File: src/rtl/user_trap_controller.sv
// User-mode trap sequencer: accepts exceptions, interrupts and URET, then walks
// the CSR file through the trap-info write, the ustatus update and the PC redirect.
module user_trap_controller #(
  parameter bit          VECTORED_EN  = 1'b1,
  parameter logic [11:0] USTATUS_ADDR = 12'h000
) (
  input  logic        core_clock,
  input  logic        reset,
  input  logic        exc_valid,
  input  logic [3:0]  exc_cause,
  input  logic [31:0] exc_pc,
  input  logic [31:0] exc_tval,
  input  logic        boundary_valid,
  input  logic [31:0] boundary_pc,
  input  logic        irq_sw,
  input  logic        irq_timer,
  input  logic        irq_ext,
  input  logic        uret_valid,
  input  logic [31:0] csr_ustatus,
  input  logic [31:0] csr_uie,
  input  logic [31:0] csr_utvec,
  input  logic [31:0] csr_uepc,
  output logic        trap_csr_write,
  output logic [31:0] trap_uepc_data,
  output logic [31:0] trap_ucause_data,
  output logic [31:0] trap_utval_data,
  output logic        csr_write,
  output logic [11:0] csr_write_address,
  output logic [31:0] csr_write_data,
  output logic        redirect_valid,
  output logic [31:0] redirect_pc,
  output logic        busy,
  output logic        flush
);

  typedef enum logic [2:0] {IDLE, TRAP_WR, STATUS_WR, RET_WR, REDIRECT} state_t;

  state_t      r_state;
  state_t      w_nextState;
  logic [31:0] r_epc;
  logic [31:0] r_cause;
  logic [31:0] r_tval;
  logic [31:0] r_target;
  logic [31:0] r_ustatus;

  logic        w_extEn;
  logic        w_swEn;
  logic        w_timerEn;
  logic        w_irqAny;
  logic        w_takeExc;
  logic        w_takeIrq;
  logic        w_takeRet;
  logic [3:0]  w_code;
  logic [31:0] w_base;
  logic [31:0] w_irqTarget;
  logic [31:0] w_trapStatus;
  logic [31:0] w_retStatus;
  logic        w_unusedUie;

  // Only the three user interrupt enable bits matter here.
  assign w_unusedUie = ^{csr_uie[31:9], csr_uie[7:5], csr_uie[3:1]};

  assign w_extEn   = csr_ustatus[0] & csr_uie[8] & irq_ext;
  assign w_swEn    = csr_ustatus[0] & csr_uie[0] & irq_sw;
  assign w_timerEn = csr_ustatus[0] & csr_uie[4] & irq_timer;
  assign w_irqAny  = boundary_valid & (w_extEn | w_swEn | w_timerEn);

  assign w_takeExc = (r_state == IDLE) & exc_valid;
  assign w_takeIrq = (r_state == IDLE) & ~exc_valid & w_irqAny;
  assign w_takeRet = (r_state == IDLE) & ~exc_valid & ~w_irqAny & uret_valid;

  assign w_code      = w_extEn ? 4'd8 : (w_swEn ? 4'd0 : 4'd4);
  assign w_base      = {csr_utvec[31:2], 2'b00};
  // Mode values 2 and 3 fall back to direct; the add wraps modulo 2^32.
  assign w_irqTarget = (VECTORED_EN && (csr_utvec[1:0] == 2'b01))
                       ? w_base + {26'd0, w_code, 2'b00} : w_base;

  assign w_trapStatus = {r_ustatus[31:5], r_ustatus[0], r_ustatus[3:1], 1'b0};
  assign w_retStatus  = {r_ustatus[31:5], 1'b1, r_ustatus[3:1], r_ustatus[4]};

  always_ff @(posedge core_clock) begin
    if (reset) begin
      r_state <= IDLE;
    end else begin
      r_state <= w_nextState;
    end
  end

  always_comb begin
    w_nextState = r_state;
    case (r_state)
      IDLE: begin
        if (w_takeExc || w_takeIrq) w_nextState = TRAP_WR;
        else if (w_takeRet)         w_nextState = RET_WR;
      end
      TRAP_WR:   w_nextState = STATUS_WR;
      STATUS_WR: w_nextState = REDIRECT;
      RET_WR:    w_nextState = REDIRECT;
      REDIRECT:  w_nextState = IDLE;
      default:   w_nextState = IDLE;
    endcase
  end

  always_ff @(posedge core_clock) begin
    if (reset) begin
      r_epc     <= '0;
      r_cause   <= '0;
      r_tval    <= '0;
      r_target  <= '0;
      r_ustatus <= '0;
    end else if (w_takeExc) begin
      r_epc     <= exc_pc;
      r_cause   <= {28'd0, exc_cause};
      r_tval    <= exc_tval;
      r_target  <= w_base;
      r_ustatus <= csr_ustatus;
    end else if (w_takeIrq) begin
      r_epc     <= boundary_pc;
      r_cause   <= {1'b1, 27'd0, w_code};
      r_tval    <= '0;
      r_target  <= w_irqTarget;
      r_ustatus <= csr_ustatus;
    end else if (w_takeRet) begin
      r_target  <= csr_uepc;
      r_ustatus <= csr_ustatus;
    end
  end

  // Every output is a decode of the registered state; data ports idle at zero.
  assign trap_csr_write    = (r_state == TRAP_WR);
  assign trap_uepc_data    = trap_csr_write ? r_epc   : '0;
  assign trap_ucause_data  = trap_csr_write ? r_cause : '0;
  assign trap_utval_data   = trap_csr_write ? r_tval  : '0;
  assign csr_write         = (r_state == STATUS_WR) | (r_state == RET_WR);
  assign csr_write_address = csr_write ? USTATUS_ADDR : '0;
  assign csr_write_data    = (r_state == STATUS_WR) ? w_trapStatus :
                             (r_state == RET_WR)    ? w_retStatus  : '0;
  assign redirect_valid    = (r_state == REDIRECT);
  assign redirect_pc       = redirect_valid ? r_target : '0;
  assign busy              = (r_state != IDLE);
  assign flush             = busy;

endmodule

File: config.mk
export PLATFORM = sky130hd
export DESIGN_NAME = user_trap_controller
export DESIGN_NICKNAME = d
export VERILOG_FILES = /design/src/rtl/user_trap_controller.sv
export SDC_FILE = /design/constraint.sdc
export NUM_CORES = 1
export LEC_CHECK = 0
export CAP_MARGIN = 0
export CELL_PAD_IN_SITES_DETAIL_PLACEMENT = 1
export CELL_PAD_IN_SITES_GLOBAL_PLACEMENT = 2
export CORE_ASPECT_RATIO = 0.6
export CORE_MARGIN = 2
export CORE_UTILIZATION = 19
export DETAILED_ROUTE_END_ITERATION = 16
export GPL_TIMING_DRIVEN = 0
export PLACE_DENSITY = 0.79
export SYNTH_ARGS = -nofsm -noshare
export SYNTH_HDL_FRONTEND = slang
export SYNTH_SLANG_ARGS = --single-unit
File: constraint.sdc
create_clock -name core_clock -period 2.8 [get_ports core_clock]
set_input_delay 0.56 -clock core_clock [delete_from_list [all_inputs] [get_ports core_clock]]
set_output_delay 0.56 -clock core_clock [all_outputs]
set_load 0.02 [all_outputs]
==> run metrics, run 1 <==
outcome=finished clean; clock sink total=about 140; Peak VDD IR=408 µV; measured slew at the worst slew-check pin=between 0.9 and 1 ns; Iter 0 DRT Violations=around 480; RSZ-0062 raised after global routing=yes; I/O Buffers=341; root buffer cell=clkbuf_16; WP data required=~2.2 ns; most frequent cells in the layout=228 x clkdlybuf4s50_1, 152 x nand2_1, 136 x and2_1; share of layout cells above drive strength 1=0.144; I/O pin total=around 410; vias in the first global route=about 8700; GRT Util Overall=0.188; Worst setup EP type=primary output; crit share post-route=0.966; Crit Path Category=reg -> out; Num CTS Buffers=17; library cells used by synthesis=65; DP HPWL=between 30 and 40 mm; asr flop ratio synth=0; Max-Cap Viols=0; die width=between 200 and 300 µm; minimum clock period=~2.7 ns; Clock Path Buffers=2; Final Slew Violations=0; Seq/Total Area, Yosys=0.367; total chip power=about 6.5 mW; main flop type after synthesis=dfxtp_1; DR DRC count=0; design area=between 10000 and 15000 µm²; Die H=around 160 µm; largest net degree at the start of global routing=17; data arrival time of the critical path=about 2.1 ns; Synth Area per Inst=8.12 µm²; remaining antenna violation count after routing=0; DR vias/cell=4.48; clk_skew=about 0.012 ns; most common cell after layout, fill and taps aside=clkdlybuf4s50_1; hold buffer count at CTS=0; Syn-to-layout area delta=68.2%; first-pass GRT wire length=56.5 mm; # H-tree levels=4; Avg WL per Cell=between 20 and 25 µm; crit start category=register; Post-DP Area=roughly 12000 µm²; post-layout net count=approximately 1600; Pre-antenna DRT Iters=5; yosys warns=0; initial antenna violation count=3; CTS tree=done; final setup margin=between 0.09 and 0.1 ns; CP Max Fanout=10; Hold Crit Class=reg -> reg; Post-synth EDFFs=0; core area=slightly below 40000 µm²; Yosys reg bits=136; Final Setup Violations=0; # rows=between 50 and 60; Final Hold Viols=0; initial core utilization=0.191; total grt overflow=0; dpl ws=-1.06 ns; die footprint=~41000 µm²; Peak Freq=approximately 370 MHz; Slew headroom=0.345; Power Density=around 520 nW/µm²; mapped cell area=about 7400 µm²; Post-Syn Instances=914; setup TNS=0 ns; gpl congestion=between 0.8 and 0.9; total length of routed wires=just under 40 mm; worst-skew pair later-pin latency=between 0.4 and 0.5 ns; routed vias=around 8400; Clock transition at path regs=about 0.06 ns; Leakage=between 5 and 6 nW
==> cell usage after synthesis, types with 2 or more instances <==
cell | instances | area, µm²
nand2_1 | 153 | 574
and2_1 | 138 | 863
dfxtp_1 | 136 | 2720
nor2_1 | 58 | 218
clkbuf_1 | 51 | 191
a21oi_1 | 49 | 245
buf_4 | 45 | 338
a22o_1 | 36 | 315
a311oi_2 | 20 | 300
a311oi_1 | 15 | 131
nand4_1 | 15 | 93.8
o21ai_0 | 15 | 75.1
buf_2 | 13 | 65.1
a22oi_1 | 12 | 90.1
nor4_1 | 11 | 68.8
a31oi_1 | 9 | 56.3
inv_1 | 9 | 33.8
nand3_1 | 9 | 45.0
nor3_1 | 9 | 45.0
xor2_1 | 9 | 78.8
nand3b_1 | 8 | 60.1
a222oi_1 | 6 | 60.1
o32ai_1 | 6 | 52.6
and3_1 | 5 | 31.3
and4_1 | 5 | 43.8
o221ai_1 | 5 | 43.8
o31a_1 | 5 | 43.8
a21o_1 | 4 | 30.0
buf_6 | 4 | 45.0
and2_0 | 3 | 18.8
nor2b_1 | 3 | 18.8
o21a_1 | 3 | 22.5
a211oi_1 | 2 | 15.0
a41oi_1 | 2 | 17.5
ha_1 | 2 | 25.0
mux2i_1 | 2 | 20.0
nand2b_1 | 2 | 12.5
nand4b_1 | 2 | 17.5
nor2_2 | 2 | 12.5
nor3b_1 | 2 | 15.0
o211ai_1 | 2 | 15.0
o21ai_2 | 2 | 17.5
o22ai_1 | 2 | 12.5
or4_1 | 2 | 15.0
==> metal layers <==
| metal | vias up | global-route usage | wire length (µm) |
|---|---|---|---|
| met5 | - | 0 | 13 |
| met4 | 2 | 0.0418 | 608 |
| met3 | 32 | 0.0601 | 2900 |
| met2 | 270 | 0.305 | 18000 |
| met1 | 4115 | 0.243 | 17700 |
| li1 | 3986 | - | - |
==> report_power, final <==
group	internal, mW	total [mW]	switching [mW]
logic	0.816	1.91	1.09
registers	2.17	2.28	0.111
clock network	1.38	2.33	0.950
==> per-stage QoR <==
| step | hold WS (ns) | std cells | util |
|---|---|---|---|
| finish | 0.451 | 1876 | 0.322 |
| floorplan | 0.432 | 952 | - |
| CTS | 0.455 | 1873 | 0.321 |
| detailed placement | 0.446 | 1816 | 0.301 |
| global route | 0.476 | 1876 | 0.322 |
| global placement | 0.437 | 1815 | 0.300 |
==> repair_timing <==
item	in CTS	in global routing
gates cloned	1	0
setup endpoints to repair	193	37
endpoints found under the hold margin	0	0
pin swaps	9	4
resized for setup	155	23
setup buffers	25	1
==> path summary, 6_finish.rpt <==
path	slack (ns)	depth (start not counted)	start	endpoint
hold reg to reg	0.45	2	r_ustatus[7]	r_ustatus[7]
hold / removal	0.45	2	r_ustatus[7]	r_ustatus[7]
setup reg to reg	0.11	6	r_state[2]	r_target[10]
setup / recovery	0.1	6	r_state[0]	trap_uepc_data[10]
==> worst max-delay path: stages, from the launching register on <==
cell and delay, ns:
dfxtp_1 0.31, buf_4 0.21, nor3b_4 0.26, buf_12 0.16
clkbuf_2 0.22, and2_1 0.20, dlygate4sd2_1 0.36
==> layout make-up <==
type	count	area [µm²]
clock inverters	12	125
clock buffers	20	467
repair buffers	369	3500
flip-flops and latches	136	2730
multi-input cells	694	4290
fillers	4620	26300
plain buffers	112	678
diodes	2	5.00
inverters	9	33.8
well taps	522	653
==> registers in the layout (all words and copies together) (netlist names) <==
signal,flops
r_ustatus,32
r_target,32
r_epc,32
r_tval,32
r_cause,5
r_state,3
==> logic make-up (layout without fill, tap and decap cells) <==
| logic type | Yosys count | in the layout | share of synthesized area |
|---|---|---|---|
| other | 1 | 41 | 0.000506 |
| AO/OA/AOI/OAI | 202 | 202 | 0.216 |
| flip-flops | 136 | 136 | 0.367 |
| adder cells (fa/ha/maj) | 3 | 3 | 0.00607 |
| buffers and inverters | 122 | 522 | 0.0908 |
| XOR/XNOR | 10 | 10 | 0.0118 |
| AND/OR/NAND/NOR | 437 | 437 | 0.304 |
| multiplexers | 3 | 3 | 0.00422 |
Note: power is estimated with default switching activity, not from simulation.
==> inputs of run 2 (changes only) <==
--- a/config.mk
+++ b/config.mk
@@ -13,7 +13,7 @@
 export CORE_UTILIZATION = 19
 export DETAILED_ROUTE_END_ITERATION = 16
 export GPL_TIMING_DRIVEN = 0
-export PLACE_DENSITY = 0.79
+export PLACE_DENSITY_LB_ADDON = 0.12
 export SYNTH_ARGS = -nofsm -noshare
 export SYNTH_HDL_FRONTEND = slang
 export SYNTH_SLANG_ARGS = --single-unit
==> run 2 against run 1 <==
  * Via count shrank 2.5%
  * Global-route usage rose by 0.16 points
  * First-iteration DRC count shrank 23%
  * Critical endpoint is now csr_write_data[6]
  * Largest power group unchanged
==> run metrics, run 2 (synthesis gave the netlist of run 1 again) <==
Peak Freq=around 370 MHz; Pre-antenna DRT Iters=5; WP data required=about 2.2 ns; routed vias=8192; Iter 0 DRT Violations=between 300 and 400; Reg power frac=0.342; Fin Hold WS=roughly 0.45 ns; data arrival time of the critical path=approximately 2.2 ns; remaining antenna violation count after routing=0; Final Instance Count excl. Fillers=approximately 1900; post-layout net count=~1600; minimum clock period=between 2 and 3 ns; Clock Path Buffers=2; root buffer cell=clkbuf_16; DP HPWL=between 30 and 40 mm; GRT Util Overall=0.190; Hold Crit Class=reg -> reg; largest net degree at the start of global routing=17; Final Slew Violations=0; crit start category=register; Leakage=5.43 nW; clock sink total=~140; Crit Path Category=reg -> out; Power Density=between 500 and 600 nW/µm²; Post-DP Area=roughly 12000 µm²; hold buffer count at CTS=0; crit share post-route=0.968; Inst Count DP=between 1500 and 2000; DR DRC count=0; # H-tree levels=4; vias in the first global route=8369; RSZ-0062 raised after global routing=yes; gpl congestion=around 0.83; clk_skew=between 0.01 and 0.015 ns; I/O Buffers=~340; Final Setup Violations=0; Psw=approximately 2.2 mW; Clock transition at path regs=~0.07 ns; Logic pwr share=0.283; Num CTS Buffers=17; die footprint=~41000 µm²; Final Hold Viols=0; internal power=~4.4 mW; initial core utilization=0.191; measured slew at the worst slew-check pin=0.964 ns; first-pass GRT wire length=roughly 56 mm; Clock Power Share=0.375; most frequent cells in the layout=217 x clkdlybuf4s50_1, 152 x nand2_1, 137 x and2_1; Syn-to-layout area delta=67.5%; Peak VDD IR=about 400 µV; total length of routed wires=39.3 mm; Max-Cap Viols=0; outcome=finished clean; total grt overflow=0; CTS tree=done; # rows=between 50 and 60; core area=38700 µm²; die width=~260 µm; Slew headroom=0.350; share of layout cells above drive strength 1=0.136; Switching Share=0.337; CP Max Fanout=10; total chip power=6.67 mW; worst-skew pair later-pin latency=0.44 ns; Worst setup EP type=primary output; most common cell after layout, fill and taps aside=clkdlybuf4s50_1; design area=roughly 12000 µm²; DR vias/cell=around 4.4; Die H=157 µm; Avg WL per Cell=roughly 21 µm; initial antenna violation count=2; I/O pin total=413; setup TNS=0 ns
## run 2: cell types whose count changed in the layout (fill, tap and decap cells not counted), sizes merged, moves of 2 or more
cell           delta
buf              -13
clkdlybuf4s50    -11
clkdlybuf4s15     +7
dlymetal6s2s      +5
inv               +5
clkbuf            -3
clkinv            -2
clkinvlp          -2
## run 2: layout make-up
cell class	count	area [µm²]
Tap cell	522	653
Fill cell	4582	26300
Sequential cell	136	2730
Multi-Input combinational cell	694	4300
Inverter	9	33.8
Timing Repair Buffer	355	3400
Buffer	112	682
Clock buffer	18	439
Clock inverter	14	189
Antenna cell	1	2.50
## run 2: final timing paths
kind,start,end,slack [ns],depth (start not counted)
min reg2reg,r_ustatus[26],r_ustatus[26],0.45,2
max,r_state[1],csr_write_data[6],0.09,4
min,r_ustatus[26],r_ustatus[26],0.45,2
max reg2reg,r_state[0],r_target[0],0.13,6
## run 2: timing repair
| action | in CTS | in global routing |
|---|---|---|
| buffers inserted | 13 | 0 |
| resized for setup | 164 | 42 |
| endpoints found under the setup margin | 260 | 59 |
| pin swaps | 11 | 8 |
| gates cloned | 1 | 0 |
## run 2: per-stage QoR
step           worst slack [ns]  utilization
5_1_grt                -0.00164        0.321
3_3_place_gp              -1.08        0.300
6_report                 0.0893        0.321
3_5_place_dp              -1.11        0.301
2_1_floorplan           -0.0530            -
4_1_cts                0.000324        0.319
## run 2: layer usage
metal / GRT usage / share of wire / vias to the layer above
met4: 0.0325 / 0.0060 / 2
met3: 0.0462 / 0.054 / 17
met5: 0 / 0.00031 / -
li1: - / - / 3974
met1: 0.272 / 0.50 / 4005
met2: 0.288 / 0.44 / 194
## run 2: power by group through the flow
stage,combinational (mW),sequential [mW],clock (mW)
global route,2.07,2.31,2.66
floorplan,1.01,2.28,0
detailed placement,1.90,2.32,0
CTS,1.91,2.28,2.58
finish,1.89,2.28,2.50
global placement,1.89,2.30,0
## run 2: worst max-delay path: stages, from the launching register on
cell             delay, ns
dfxtp_4               0.44
nor2b_4               0.24
clkbuf_2              0.24
and2_1                0.16
clkdlybuf4s50_1       0.63
==> inputs of run 3 (changes only) <==
--- a/config.mk
+++ b/config.mk
@@ -13,7 +13,7 @@
 export CORE_UTILIZATION = 19
 export DETAILED_ROUTE_END_ITERATION = 16
 export GPL_TIMING_DRIVEN = 0
-export PLACE_DENSITY_LB_ADDON = 0.12
+export PLACE_DENSITY = 0.91
 export SYNTH_ARGS = -nofsm -noshare
 export SYNTH_HDL_FRONTEND = slang
 export SYNTH_SLANG_ARGS = --single-unit
==> run 3 against run 2 <==
  * The flow now finishes with violations (negative setup slack)
  * Routed wire length down 1.4%
  * Via count up 3.4%
  * Combinational power about the same
  * Flip-flop and latch count unchanged
  * Final area about the same
  * Sequential power about the same
  * Hold slack worse by 0.00050 ns
  * Power down 5.0%
  * First-iteration DRC count up 22%
  * Critical path type is now in -> reg
  * Largest power group is now registers
==> run metrics, run 3 (synthesis gave the netlist of run 1 again) <==
remaining antenna violation count after routing=0; outcome=complete, but fails checks; I/O pin total=a little over 400; most frequent cells in the layout=216 x clkdlybuf4s50_1, 152 x nand2_1, 136 x and2_1; initial antenna violation count=4; post-layout net count=1568; total chip power=~6.3 mW; Peak VDD IR=414 µV; Clock transition at path regs=about 0.060 ns; Slew headroom=0.392; data arrival time of the critical path=3.13 ns; failing checks=negative setup slack; share of layout cells above drive strength 1=0.136; Final Slew Violations=0; Hold Crit Class=reg -> reg; Avg WL per Cell=between 20 and 25 µm; hold buffer count at CTS=0; CP Max Fanout=4; clock sink total=136; crit share post-route=1.02; DP HPWL=30.4 mm; Switching Share=0.340; routed vias=8471; measured slew at the worst slew-check pin=0.912 ns; Peak Freq=350 MHz; most common cell after layout, fill and taps aside=clkdlybuf4s50_1; Psw=approximately 2.2 mW; minimum clock period=2.86 ns; initial core utilization=0.191; crit start category=input pin; Reg power frac=0.360; worst-skew pair later-pin latency=approximately 0.44 ns; die footprint=40700 µm²; fin util=0.321; I/O Buffers=about 340; Leakage=approximately 5.5 nW; DR DRC count=0; final setup margin=-0.0591 ns; first-pass GRT wire length=between 50 and 60 mm; total grt overflow=0; Final Setup Violations=3; Pre-antenna DRT Iters=5; Die H=~160 µm; Final Hold Viols=0; WP data required=3.07 ns; Filler cells=between 4000 and 5000; gpl congestion=slightly above 0.9; Max-Cap Viols=0; core area=between 30000 and 40000 µm²; clk_skew=between 0.01 and 0.015 ns; CTS tree=done; # rows=56; DR vias/cell=roughly 4.5; Power Density=~510 nW/µm²; root buffer cell=clkbuf_16; Iter 0 DRT Violations=between 400 and 500; Num CTS Buffers=17; die width=259 µm; vias in the first global route=around 8800; total length of routed wires=38.8 mm; Logic pwr share=0.301; Crit Path Category=in -> reg; largest net degree at the start of global routing=17; Fin Hold WS=0.451 ns; Clock Path Buffers=2; Worst setup EP type=register; RSZ-0062 raised after global routing=yes; # H-tree levels=4; Clock Power Share=0.339; GRT Util Overall=0.186; Syn-to-layout area delta=67.5%; internal power=approximately 4.2 mW
-- run 3: cell types whose count changed in the layout (fill, tap and decap cells not counted), moves of 3 or more --
cell             delta
clkinv_2            +4
buf_4               +5
buf_2               -3
bufinv_16           -3
clkbuf_8            +4
inv_8               -3
clkdlybuf4s15_1     +4
clkbuf_2            -4
dlymetal6s2s_1      +8
dlygate4sd2_1       -6
-- run 3: final cells by class --
cell class / instances / area, µm² / share of cell area
plain buffers: 112 / 702 / 0.0565
clock inverters: 11 / 73.8 / 0.00594
repair buffers: 359 / 3480 / 0.280
multi-input cells: 694 / 4270 / 0.344
flip-flops and latches: 136 / 2730 / 0.219
inverters: 9 / 33.8 / 0.00272
diodes: 2 / 5.00 / 0.000403
clock buffers: 21 / 470 / 0.0379
well taps: 522 / 653 / 0.0526
-- run 3: power by group through the flow --
| stage | Sequential [mW] | Clock [mW] | Combinational [mW] |
|---|---|---|---|
| after CTS | 2.28 | 2.22 | 1.90 |
| after global placement | 2.30 | 0 | 1.85 |
| after detailed placement | 2.32 | 0 | 1.90 |
| after global routing | 2.31 | 2.30 | 2.07 |
| final | 2.28 | 2.15 | 1.90 |
| after floorplan | 2.28 | 0 | 1.01 |
-- run 3: worst max-delay path, stage by stage --
cell and delay, ns:
clkdlybuf4s50_1 0.60, inv_1 0.11, fa_2 0.42, nor4bb_2 0.30
buf_4 0.18, buf_4 0.10, nand3_1 0.21, mux2_2 0.37
o22ai_2 0.17, a211oi_1 0.11
-- run 3: routing by layer --
metal	routed length, µm	vias up	global-route usage	part of all wire
met1	16700	4160	0.231	0.43
li1	-	3965	-	-
met2	18100	303	0.304	0.47
met5	0	-	0	0
met3	3120	43	0.0588	0.080
met4	887	0	0.0606	0.023
-- run 3: through the flow --
stage | area [µm²] | TNS [ns] | setup slack [ns] | std cells
floorplan | 7570 | -0.0530 | -0.0530 | 952
global placement | 11600 | -150.49 | -1.30 | 1815
detailed placement | 11700 | -97.97 | -1.09 | 1816
CTS | 12300 | 0 | 0.00449 | 1858
global route | 12400 | -0.173 | -0.0490 | 1866
finish | 12400 | -0.0769 | -0.0591 | 1866
-- run 3: what timing repair did --
action / 4_1_cts / 5_1_grt
buffers inserted: 10 / 8
endpoints found under the setup margin: 204 / 73
cloned: 1 / 0
pin swaps: 8 / 11
resized for setup: 152 / 50
-- run 3: path summary, 6_finish.rpt --
check / from / endpoint / slack [ns] / cells after the start
setup / recovery: csr_utvec[5] / r_target[10] / -0.06 / 10
hold / removal: r_ustatus[28] / r_ustatus[28] / 0.45 / 2
setup reg to reg: r_state[2] / r_target[1] / 0.23 / 6
hold reg to reg: r_ustatus[28] / r_ustatus[28] / 0.45 / 2
